===== src/rtl/axi_csr_master_pkg.sv =====
// Shared types and constants for the AXI CSR configuration master.
// Fixed AXI attributes are exported here so the parent wrapper ties them consistently.
package axi_csr_master_pkg;

    typedef enum logic [2:0] {
        ST_IDLE,
        ST_ISSUE,
        ST_RESP,
        ST_DRAIN,
        ST_WAIT_REQ
    } csr_state_e;

    localparam int CSR_SPACE_ID_WIDTH  = 8;
    localparam int CSR_TGT_ID_WIDTH    = 6;
    localparam int CSR_OFFSET_WIDTH    = 28;
    localparam int CSR_BASE_ADDR_WIDTH = CSR_SPACE_ID_WIDTH + CSR_TGT_ID_WIDTH + CSR_OFFSET_WIDTH;

    localparam logic [7:0] AXI_LEN        = 8'd0;
    localparam logic [1:0] AXI_BURST_INCR = 2'b01;
    localparam logic [2:0] AXI_PROT       = 3'b010;
    localparam logic [3:0] AXI_CACHE      = 4'b0000;
    localparam logic [3:0] AXI_QOS        = 4'b0000;
    localparam logic       AXI_LOCK       = 1'b0;

    // awsize uses the full NAP width, arsize only the CSR word width
    function automatic logic [2:0] axi_size_of(input int unsigned width_bits);
        return 3'($clog2(width_bits / 8));
    endfunction

    // Which CSR word lane of the NAP beat a byte address falls into
    function automatic int unsigned lane_of(input logic [CSR_OFFSET_WIDTH-1:0] addr,
                                            input int unsigned axi_bits,
                                            input int unsigned csr_bits);
        int unsigned byte_off;
        byte_off = 32'(addr) % (axi_bits / 8);
        return byte_off / (csr_bits / 8);
    endfunction

endpackage


===== src/rtl/csr_lane_mux.sv =====
// Places a CSR word/byte-enable into its lane of a NAP beat and extracts
// the same lane from a read beat. Purely combinational.
module csr_lane_mux #(
    parameter int AXI_DATA_WIDTH = 256,
    parameter int CSR_WORD_WIDTH = 32,
    parameter int LANE_W         = 3
) (
    input  logic [LANE_W-1:0]           lane,
    input  logic [CSR_WORD_WIDTH-1:0]   wr_word,
    input  logic [CSR_WORD_WIDTH/8-1:0] wr_be,
    input  logic [AXI_DATA_WIDTH-1:0]   rd_beat,
    output logic [AXI_DATA_WIDTH-1:0]   wr_beat,
    output logic [AXI_DATA_WIDTH/8-1:0] wr_strb,
    output logic [CSR_WORD_WIDTH-1:0]   rd_word
);

    localparam int NUM_LANES = AXI_DATA_WIDTH / CSR_WORD_WIDTH;
    localparam int BE_W      = CSR_WORD_WIDTH / 8;

    always_comb begin
        wr_beat = '0;
        wr_strb = '0;
        rd_word = '0;
        for (int i = 0; i < NUM_LANES; i++) begin
            if (lane == LANE_W'(i)) begin
                wr_beat[i*CSR_WORD_WIDTH +: CSR_WORD_WIDTH] = wr_word;
                wr_strb[i*BE_W +: BE_W]                     = wr_be;
                rd_word                                     = rd_beat[i*CSR_WORD_WIDTH +: CSR_WORD_WIDTH];
            end
        end
    end

endmodule


===== src/rtl/axi_csr_master_gen.sv =====
// Turns one req/ack CSR access into a single-beat AXI4 write or read toward a
// CSR-enabled NAP, with response error reporting and a timeout that drains safely.
module axi_csr_master_gen
    import axi_csr_master_pkg::*;
#(
    parameter int         CFG_ADDR_WIDTH = 28,
    parameter int         AXI_DATA_WIDTH = 256,
    parameter int         AXI_ADDR_WIDTH = 42,
    parameter int         AXI_ID_WIDTH   = 8,
    parameter int         CSR_WORD_WIDTH = 32,
    parameter logic [7:0] CSR_ADDR_ID    = 8'h20,
    parameter int         TIMEOUT_CYCLES = 1024
) (
    input  logic                          i_cfg_clk,
    input  logic                          i_cfg_reset,
    input  logic [5:0]                    i_cfg_tgt_id,
    input  logic                          i_cfg_wr_rdn,
    input  logic [CFG_ADDR_WIDTH-1:0]     i_cfg_addr,
    input  logic [CSR_WORD_WIDTH-1:0]     i_cfg_wdata,
    input  logic [CSR_WORD_WIDTH/8-1:0]   i_cfg_be,
    input  logic                          i_cfg_req,
    output logic [CSR_WORD_WIDTH-1:0]     o_cfg_rdata,
    output logic                          o_cfg_ack,
    output logic                          o_cfg_err,
    output logic                          o_cfg_timeout,

    output logic                          o_awvalid,
    input  logic                          i_awready,
    output logic [AXI_ADDR_WIDTH-1:0]     o_awaddr,
    output logic [AXI_ID_WIDTH-1:0]       o_awid,

    output logic                          o_wvalid,
    input  logic                          i_wready,
    output logic [AXI_DATA_WIDTH-1:0]     o_wdata,
    output logic [AXI_DATA_WIDTH/8-1:0]   o_wstrb,

    input  logic                          i_bvalid,
    input  logic [AXI_ID_WIDTH-1:0]       i_bid,
    input  logic [1:0]                    i_bresp,
    output logic                          o_bready,

    output logic                          o_arvalid,
    input  logic                          i_arready,
    output logic [AXI_ADDR_WIDTH-1:0]     o_araddr,
    output logic [AXI_ID_WIDTH-1:0]       o_arid,

    input  logic                          i_rvalid,
    input  logic [AXI_ID_WIDTH-1:0]       i_rid,
    input  logic [AXI_DATA_WIDTH-1:0]     i_rdata,
    input  logic [1:0]                    i_rresp,
    output logic                          o_rready
);

    localparam int AXI_BYTES_LOG2 = $clog2(AXI_DATA_WIDTH / 8);
    localparam int NUM_LANES      = AXI_DATA_WIDTH / CSR_WORD_WIDTH;
    localparam int LANE_W         = (NUM_LANES > 1) ? $clog2(NUM_LANES) : 1;
    localparam int TIMER_W        = (TIMEOUT_CYCLES > 1) ? $clog2(TIMEOUT_CYCLES) : 1;

    csr_state_e state_q, state_d, done_state;

    logic [CSR_TGT_ID_WIDTH-1:0]    cap_tgt;
    logic [CFG_ADDR_WIDTH-1:0]      cap_addr;
    logic [CSR_WORD_WIDTH-1:0]      cap_wdata;
    logic [CSR_WORD_WIDTH/8-1:0]    cap_be;
    logic                           cap_wr;

    logic [TIMER_W-1:0]             timer;
    logic [LANE_W-1:0]              lane;
    logic [CSR_WORD_WIDTH-1:0]      rd_word;
    logic [CSR_BASE_ADDR_WIDTH-1:0] csr_addr;

    logic aw_left, w_left, ar_left, all_accepted;
    logic b_match, r_match, timer_hit;
    logic complete, abort, bump_id;

    assign lane     = LANE_W'(lane_of(CSR_OFFSET_WIDTH'(cap_addr), AXI_DATA_WIDTH, CSR_WORD_WIDTH));
    assign csr_addr = {CSR_ADDR_ID, cap_tgt, CSR_OFFSET_WIDTH'(cap_addr)};
    assign o_araddr = AXI_ADDR_WIDTH'(csr_addr);
    assign o_awaddr = {o_araddr[AXI_ADDR_WIDTH-1:AXI_BYTES_LOG2], {AXI_BYTES_LOG2{1'b0}}};

    csr_lane_mux #(
        .AXI_DATA_WIDTH (AXI_DATA_WIDTH),
        .CSR_WORD_WIDTH (CSR_WORD_WIDTH),
        .LANE_W         (LANE_W)
    ) u_lane_mux (
        .lane    (lane),
        .wr_word (cap_wdata),
        .wr_be   (cap_be),
        .rd_beat (i_rdata),
        .wr_beat (o_wdata),
        .wr_strb (o_wstrb),
        .rd_word (rd_word)
    );

    assign aw_left      = o_awvalid & ~i_awready;
    assign w_left       = o_wvalid  & ~i_wready;
    assign ar_left      = o_arvalid & ~i_arready;
    assign all_accepted = ~(aw_left | w_left | ar_left);
    assign b_match      = o_bready & i_bvalid & (i_bid == o_awid);
    assign r_match      = o_rready & i_rvalid & (i_rid == o_arid);
    assign timer_hit    = (TIMEOUT_CYCLES != 0) && (timer == TIMER_W'(TIMEOUT_CYCLES - 1));
    assign done_state   = i_cfg_req ? ST_WAIT_REQ : ST_IDLE;

    // A timed-out transaction with a valid still pending defers its ID bump
    // until DRAIN completes, so AxID never changes under an asserted valid.
    always_comb begin
        state_d  = state_q;
        complete = 1'b0;
        abort    = 1'b0;
        bump_id  = 1'b0;
        case (state_q)
            ST_IDLE: begin
                if (i_cfg_req) state_d = ST_ISSUE;
            end
            ST_ISSUE: begin
                if (timer_hit) begin
                    abort   = 1'b1;
                    bump_id = all_accepted;
                    state_d = all_accepted ? done_state : ST_DRAIN;
                end else if (all_accepted) begin
                    state_d = ST_RESP;
                end
            end
            ST_RESP: begin
                if (cap_wr ? b_match : r_match) begin
                    complete = 1'b1;
                    bump_id  = 1'b1;
                    state_d  = done_state;
                end else if (timer_hit) begin
                    abort   = 1'b1;
                    bump_id = 1'b1;
                    state_d = done_state;
                end
            end
            ST_DRAIN: begin
                if (all_accepted) begin
                    bump_id = 1'b1;
                    state_d = done_state;
                end
            end
            ST_WAIT_REQ: begin
                if (!i_cfg_req) state_d = ST_IDLE;
            end
            default: state_d = ST_IDLE;
        endcase
    end

    always_ff @(posedge i_cfg_clk) begin
        if (i_cfg_reset) state_q <= ST_IDLE;
        else             state_q <= state_d;
    end

    always_ff @(posedge i_cfg_clk) begin
        if (i_cfg_reset) begin
            cap_tgt       <= '0;
            cap_addr      <= '0;
            cap_wdata     <= '0;
            cap_be        <= '0;
            cap_wr        <= 1'b0;
            timer         <= '0;
            o_cfg_rdata   <= '0;
            o_cfg_ack     <= 1'b0;
            o_cfg_err     <= 1'b0;
            o_cfg_timeout <= 1'b0;
            o_awvalid     <= 1'b0;
            o_wvalid      <= 1'b0;
            o_bready      <= 1'b0;
            o_arvalid     <= 1'b0;
            o_rready      <= 1'b0;
            o_awid        <= '0;
            o_arid        <= '0;
        end else begin
            o_cfg_ack     <= complete | abort;
            o_cfg_timeout <= abort;
            o_cfg_err     <= abort | (complete & (cap_wr ? (i_bresp != 2'b00) : (i_rresp != 2'b00)));

            if (o_awvalid && i_awready) o_awvalid <= 1'b0;
            if (o_wvalid  && i_wready)  o_wvalid  <= 1'b0;
            if (o_arvalid && i_arready) o_arvalid <= 1'b0;

            if (state_q == ST_IDLE && i_cfg_req) begin
                cap_tgt   <= i_cfg_tgt_id;
                cap_addr  <= i_cfg_addr;
                cap_wdata <= i_cfg_wdata;
                cap_be    <= i_cfg_be;
                cap_wr    <= i_cfg_wr_rdn;
                o_awvalid <= i_cfg_wr_rdn;
                o_wvalid  <= i_cfg_wr_rdn;
                o_bready  <= i_cfg_wr_rdn;
                o_arvalid <= ~i_cfg_wr_rdn;
                o_rready  <= ~i_cfg_wr_rdn;
            end

            if (complete || abort) begin
                o_bready <= 1'b0;
                o_rready <= 1'b0;
            end

            if (complete && !cap_wr) o_cfg_rdata <= rd_word;

            if (bump_id) begin
                if (cap_wr) o_awid <= o_awid + 1'b1;
                else        o_arid <= o_arid + 1'b1;
            end

            if (state_q == ST_IDLE)
                timer <= '0;
            else if ((state_q == ST_ISSUE || state_q == ST_RESP) && !timer_hit)
                timer <= timer + 1'b1;
        end
    end

endmodule


===== config.mk =====
export PLATFORM = sky130hd
export DESIGN_NAME = axi_csr_master_gen
export DESIGN_NICKNAME = d
export VERILOG_FILES = /design/src/rtl/axi_csr_master_pkg.sv /design/src/rtl/csr_lane_mux.sv /design/src/rtl/axi_csr_master_gen.sv
export SDC_FILE = /design/constraint.sdc
export NUM_CORES = 1
export LEC_CHECK = 0
export BUFFER_PORTS_ARGS = -buffer_cell sky130_fd_sc_hd__buf_4
export CAP_MARGIN = 0
export CELL_PAD_IN_SITES_DETAIL_PLACEMENT = 1
export CELL_PAD_IN_SITES_GLOBAL_PLACEMENT = 1
export CORE_AREA = 2 2 308 310
export CTS_CLUSTER_DIAMETER = 60
export DETAILED_ROUTE_END_ITERATION = 8
export DIE_AREA = 0 0 310 312
export PLACE_DENSITY = 0.37
export SYNTH_ARGS = -nofsm -noshare
export SYNTH_HDL_FRONTEND = slang
export SYNTH_SLANG_ARGS = --single-unit

===== constraint.sdc =====
create_clock -name i_cfg_clk -period 2.1 [get_ports i_cfg_clk]
set_input_delay 0.21 -clock i_cfg_clk [delete_from_list [all_inputs] [get_ports i_cfg_clk]]
set_output_delay 0.21 -clock i_cfg_clk [all_outputs]
set_load 0.005 [all_outputs]

# Yosys cells after proc, flatten, opt, wreduce, memory -nomap -nowiden
# Cells that the tools add are included.
# totals
inputBits	355
ff_bits	140
out_inout_bits	428
wordCells	131
# op_classes
reduce_logical	22
n_mux	51
add_sub_neg	3
n_bitwise	18
n_eq_ne	19
# op_table
op	n
$mux W32	16
$mux W4	8
$mux W3	9
$add A8 B1 Y8 const B	2
$eq A8 B8 Y1	2
$eq A3 B3 Y1 const B	5
$mux W1	15
$pmux W3 S5	1
$eq A3 B2 Y1 const B	4
$add A10 B1 Y10 const B	1
$eq A10 B10 Y1 const B	1
$reduce_bool A2 Y1	5
$and A1 B1 Y1	8
$eq A3 B1 Y1 const B	2
$logic_and A1 B1 Y1	6
$logic_not A3 Y1	2
$ne A2 B2 Y1 const B	3
$ne A3 B3 Y1 const B	2
$not A1 Y1	6
$reduce_and A5 Y1	1
$or A1 B1 Y1	4
$reduce_and A2 Y1	2
$reduce_or A2 Y1	2
$pmux W1 S3	1
other kinds (3)	5

# Depth between registers and ports, before layout
# logic_depth
word_depth	9
mapped_depth	8

# Hierarchy
# Synthesis repeated with hierarchy kept, for this count alone.
# hier_totals
hier_cells	1391
area_unflattened_um2	10521.3
# by_module_without_submodules
module	area_each_um2	seq_area_each_um2	cells_each	instances
axi_csr_master_gen	5924.4	2802.7	714	1
csr_lane_mux	4596.9	0.0	677	1

# Least setup slack after synthesis
# OpenSTA, ideal clock, no wires.
# synth_timing
path_type	register to output
start	reg cap_addr[2]
end	out o_wdata[164]
arrival_time_ps	2036
path_buffers	4
path_stages_with_launch	8
required_time_ps	1890
path_slack_ps	-146
cell_sequence	dfxtp_1 -> clkbuf_1 -> buf_1 -> clkbuf_1 -> nand2_1 -> nor2_1 -> clkbuf_1 -> and2_1
# synth_via
elab_chain_len	2
# synth_lines
element	line	text
start, declared	axi_csr_master_gen.sv:62	logic [CFG_ADDR_WIDTH-1:0] cap_addr;
start signal, assigned	axi_csr_master_gen.sv:183	cap_addr <= i_cfg_addr;
$eq A3 B3 Y1	csr_lane_mux.sv:25	if (lane == LANE_W'(i)) begin
$mux W32	csr_lane_mux.sv:25	
end, declared	axi_csr_master_gen.sv:34	output logic [AXI_DATA_WIDTH-1:0] o_wdata,
# Every way passes these cells.

# Final worst setup path
# layout_timing
start	reg cap_addr[2]
end	out o_wdata[153]
# The elaborated chain is that of the path after synthesis.

==> flow_metrics.tcl <==
set metrics [dict create \
    grt_overflow 0 \
    worst_ep_required_time_ns 1.89 \
    clk_pin_slew_ns 0.07 \
    ys_seq_area_frac 0.288 \
    fin_nets 2406 \
    die_h_um 312 \
    cts_tree "yes" \
    holdPathStages 3 \
    die_x_um 310 \
    root_buffer "clkbuf_16" \
    ctsHtreeMaxLevel 4 \
    start_util 0.105 \
    report.final.slew_viol_count 0 \
    yosys.area.top_type_share 0.288 \
    drt_iter0_drc 425 \
    dp.final_hpwl_um 52600 \
    synthArstFlopShare 0 \
    p_int_mw 6.39 \
    num_rows 112 \
    p_total_mw 9.29 \
    place_area_um2 17300 \
    first_pass_iters 4 \
    grt_pass1_vias 12857 \
    power_density_nw_per_um2 450 \
    yosysTopAreaCell "dfxtp_1" \
    ant_nets 0 \
    rsz0062_at_grt "yes" \
    skew_ns 0.0130 \
    cts_buffers 17 \
    power_frac_clock 0.377 \
    violations "setup timing" \
    end_kind "output pin" \
    maxCapViolations 0 \
    cp_max_fo 10 \
    post-route-min-period_ns 2.14 \
    max_freq_ghz 0.468 \
    min_path_type "in2reg" \
    cts_buffer_depth 2 \
    syn_to_final_growth_pct 112 \
    ys_types 50 \
    max_slew_margin 0.557 \
    synth_area_per_cell_um2 8.29 \
    switchingPower_mw 2.90 \
    syn-instance-count 1175 \
    synth-seq-cells 140 \
    die_area_um2 96700 \
    port_buffers 761 \
    reg2reg_depth 8 \
    grt_max_degree 63 \
    clock_insertion_delay_worst_skew_ns 0.49 \
    synthFlopType "dfxtp_1" \
    drc_errors 0 \
    viasPerCell 3.69 \
    final.setup.worst_slack_ns -0.0357 \
    worst_pin_slew_ns 0.665 \
    design_area_um2 20600 \
    clock_sinks 140 \
    worstPathArrival_ns 1.93 \
    synth_area_leaders "dfxtp_1 29%, and2_1 16%, mux4_2 13%, nand2_1 6.2%, a21oi_1 4.9%" \
    track_usage 0.143 \
    power_frac_seq 0.320 \
    drive_gt1_frac 0.558 \
    switching_share 0.313 \
    post-route-period-util 1.02 \
    synth-edff-count 0 \
    power_frac_comb 0.303 \
    path_class "reg2out" \
    vias 12281 \
    antenna_found_initial 14 \
    io_pins 783 \
    ir_drop_mv 0.619 \
    setup_viol 84 \
    status "complete, but fails checks" \
    ff2ff_setup_slack_ns 0.04 \
    grt_pass1_wl_um 97900 \
    ys_warn_count 0 \
    core-area_um2 93000 \
    cp-start-kind "flip-flop" \
    leakagePower_nw 9.30 \
    hold_viol 0 \
    drt_wl_total_um 73900 \
    gp_congestion 0.915 \
    wl_per_cell_um 22.2 \
    post_synth_instance_area_um2 9740 \
]
critical path, cell delays in order, from the launching register on:
cell and delay, ns:
dfxtp_4 0.36, buf_12 0.12, buf_6 0.13, nor3_4 0.22, buf_12 0.18, clkbuf_16 0.18, and2_1 0.14, buf_4 0.11
layout make-up:
cell class | instances | area, um^2
Antenna cell | 14 | 35.0
Clock buffer | 18 | 439
Clock inverter | 14 | 208
Fill cell | 10943 | 72400
Inverter | 5 | 21.3
Multi-Input combinational cell | 903 | 6770
Sequential cell | 140 | 2830
Tap cell | 1254 | 1570
Timing Repair Buffer | 981 | 8770
Yosys cell counts (all sizes together), types with 7 or more instances:
library cell and count:
mux2i 34, nor2 63, mux4 58, or3 8
a211oi 33, and3 41, nand2 160, xor2 7
a21oi 96, nand2b 7, nand3 13, nor3 8
or4 8, xnor2 17, o31ai 10, dfxtp 140
buf 66, nor2b 13, clkbuf 80, and2 254
nand4 7
through the flow:
stage | utilization | instances | setup slack [ns] | setup TNS (ns) | hold WS, ns
floorplan | - | 1194 | 0.00135 | 0 | 0.346
global placement | 0.186 | 3148 | -0.0821 | -1.39 | 0.453
detailed placement | 0.186 | 3148 | -0.143 | -2.46 | 0.467
CTS | 0.215 | 3302 | -0.115 | -11.92 | 0.0406
global route | 0.222 | 3322 | -0.136 | -19.63 | 0.0626
finish | 0.222 | 3329 | -0.0357 | -1.44 | 0.101
state kept, by name (all words and copies together) (netlist names):
| name | count |
|---|---|
| o_wvalid | 1 |
| cap_wdata | 32 |
| o_cfg_rdata | 32 |
| o_arid | 8 |
| o_cfg_ack | 1 |
| o_bready | 1 |
| cap_addr | 28 |
| o_cfg_err | 1 |
| state_q | 3 |
| o_rready | 1 |
| timer | 10 |
| o_arvalid | 1 |
| o_awid | 8 |
| cap_wr | 1 |
| o_cfg_timeout | 1 |
| o_awvalid | 1 |
| cap_be | 4 |
| cap_tgt | 6 |
metal layers:
layer | global-route usage | routed length [um] | vias up | share of wire
met4 | 0.0433 | 1250 | 6 | 0.017
met3 | 0.0378 | 5170 | 47 | 0.070
met1 | 0.164 | 29300 | 6016 | 0.40
li1 | - | - | 5750 | -
met5 | 0 | 41 | - | 0.00055
met2 | 0.257 | 38100 | 462 | 0.52
cell families after synthesis:
kind of cell	count (synthesis)	share of synthesized area
buffers and inverters	151	0.0778
AO/OA/AOI/OAI	161	0.104
multiplexers	96	0.174
XOR/XNOR	24	0.0216
flip-flops	140	0.288
other	2	0.000771
adder cells (fa/ha/maj)	3	0.00385
AND/OR/NAND/NOR	598	0.331
final timing paths:
kind / from / to
setup / recovery: cap_addr[2]$_SDFFE_PP0P_ / o_wdata[153]
hold / removal: i_cfg_be[1] / cap_be[1]$_SDFFE_PP0P_
setup reg to reg: o_arid[6]$_SDFFE_PP0P_ / o_awid[5]$_SDFFE_PP0P_
hold reg to reg: cap_addr[1]$_SDFFE_PP0P_ / cap_addr[1]$_SDFFE_PP0P_
power by group through the flow:
stage	Combinational, mW	Clock [mW]	Sequential, mW
6_report	2.82	3.50	2.97
5_1_grt	3.02	3.77	2.99
4_1_cts	2.79	3.70	2.98
3_5_place_dp	2.22	0	3.05
3_3_place_gp	2.20	0	3.04
2_1_floorplan	0.940	0	2.92
cells in the final DEF (no fill, tap or decap), types with 6 or more instances in the layout:
| cell | instances |
|---|---|
| buf_12 | 30 |
| nand2_1 | 159 |
| buf_16 | 20 |
| and2_1 | 182 |
| clkbuf_16 | 26 |
| and2_4 | 72 |
| a211oi_1 | 23 |
| dfxtp_2 | 6 |
| nor2b_1 | 9 |
| nor2_1 | 60 |
| mux2i_1 | 28 |
| buf_6 | 65 |
| or3_1 | 7 |
| xnor2_1 | 14 |
| and3_1 | 40 |
| dlygate4sd3_1 | 68 |
| dfxtp_1 | 129 |
| a211oi_2 | 10 |
| buf_4 | 784 |
| a21oi_1 | 91 |
| or4_1 | 6 |
| mux4_2 | 58 |
| nand4_1 | 6 |
| diode_2 | 14 |
| conb_1 | 21 |
| nand3_1 | 11 |
| xor2_1 | 7 |
| nand2b_1 | 6 |
| o31ai_1 | 8 |
repair_timing:
item / 4_1_cts / 5_1_grt
endpoints found under the hold margin: 69 / 0
pin swaps: 10 / 33
hold buffers: 68 / 0
setup endpoints to repair: 330 / 280
gates cloned: 20 / 12
resized for setup: 133 / 108
setup buffers: 36 / 6
(Power assumes the default switching activity.)
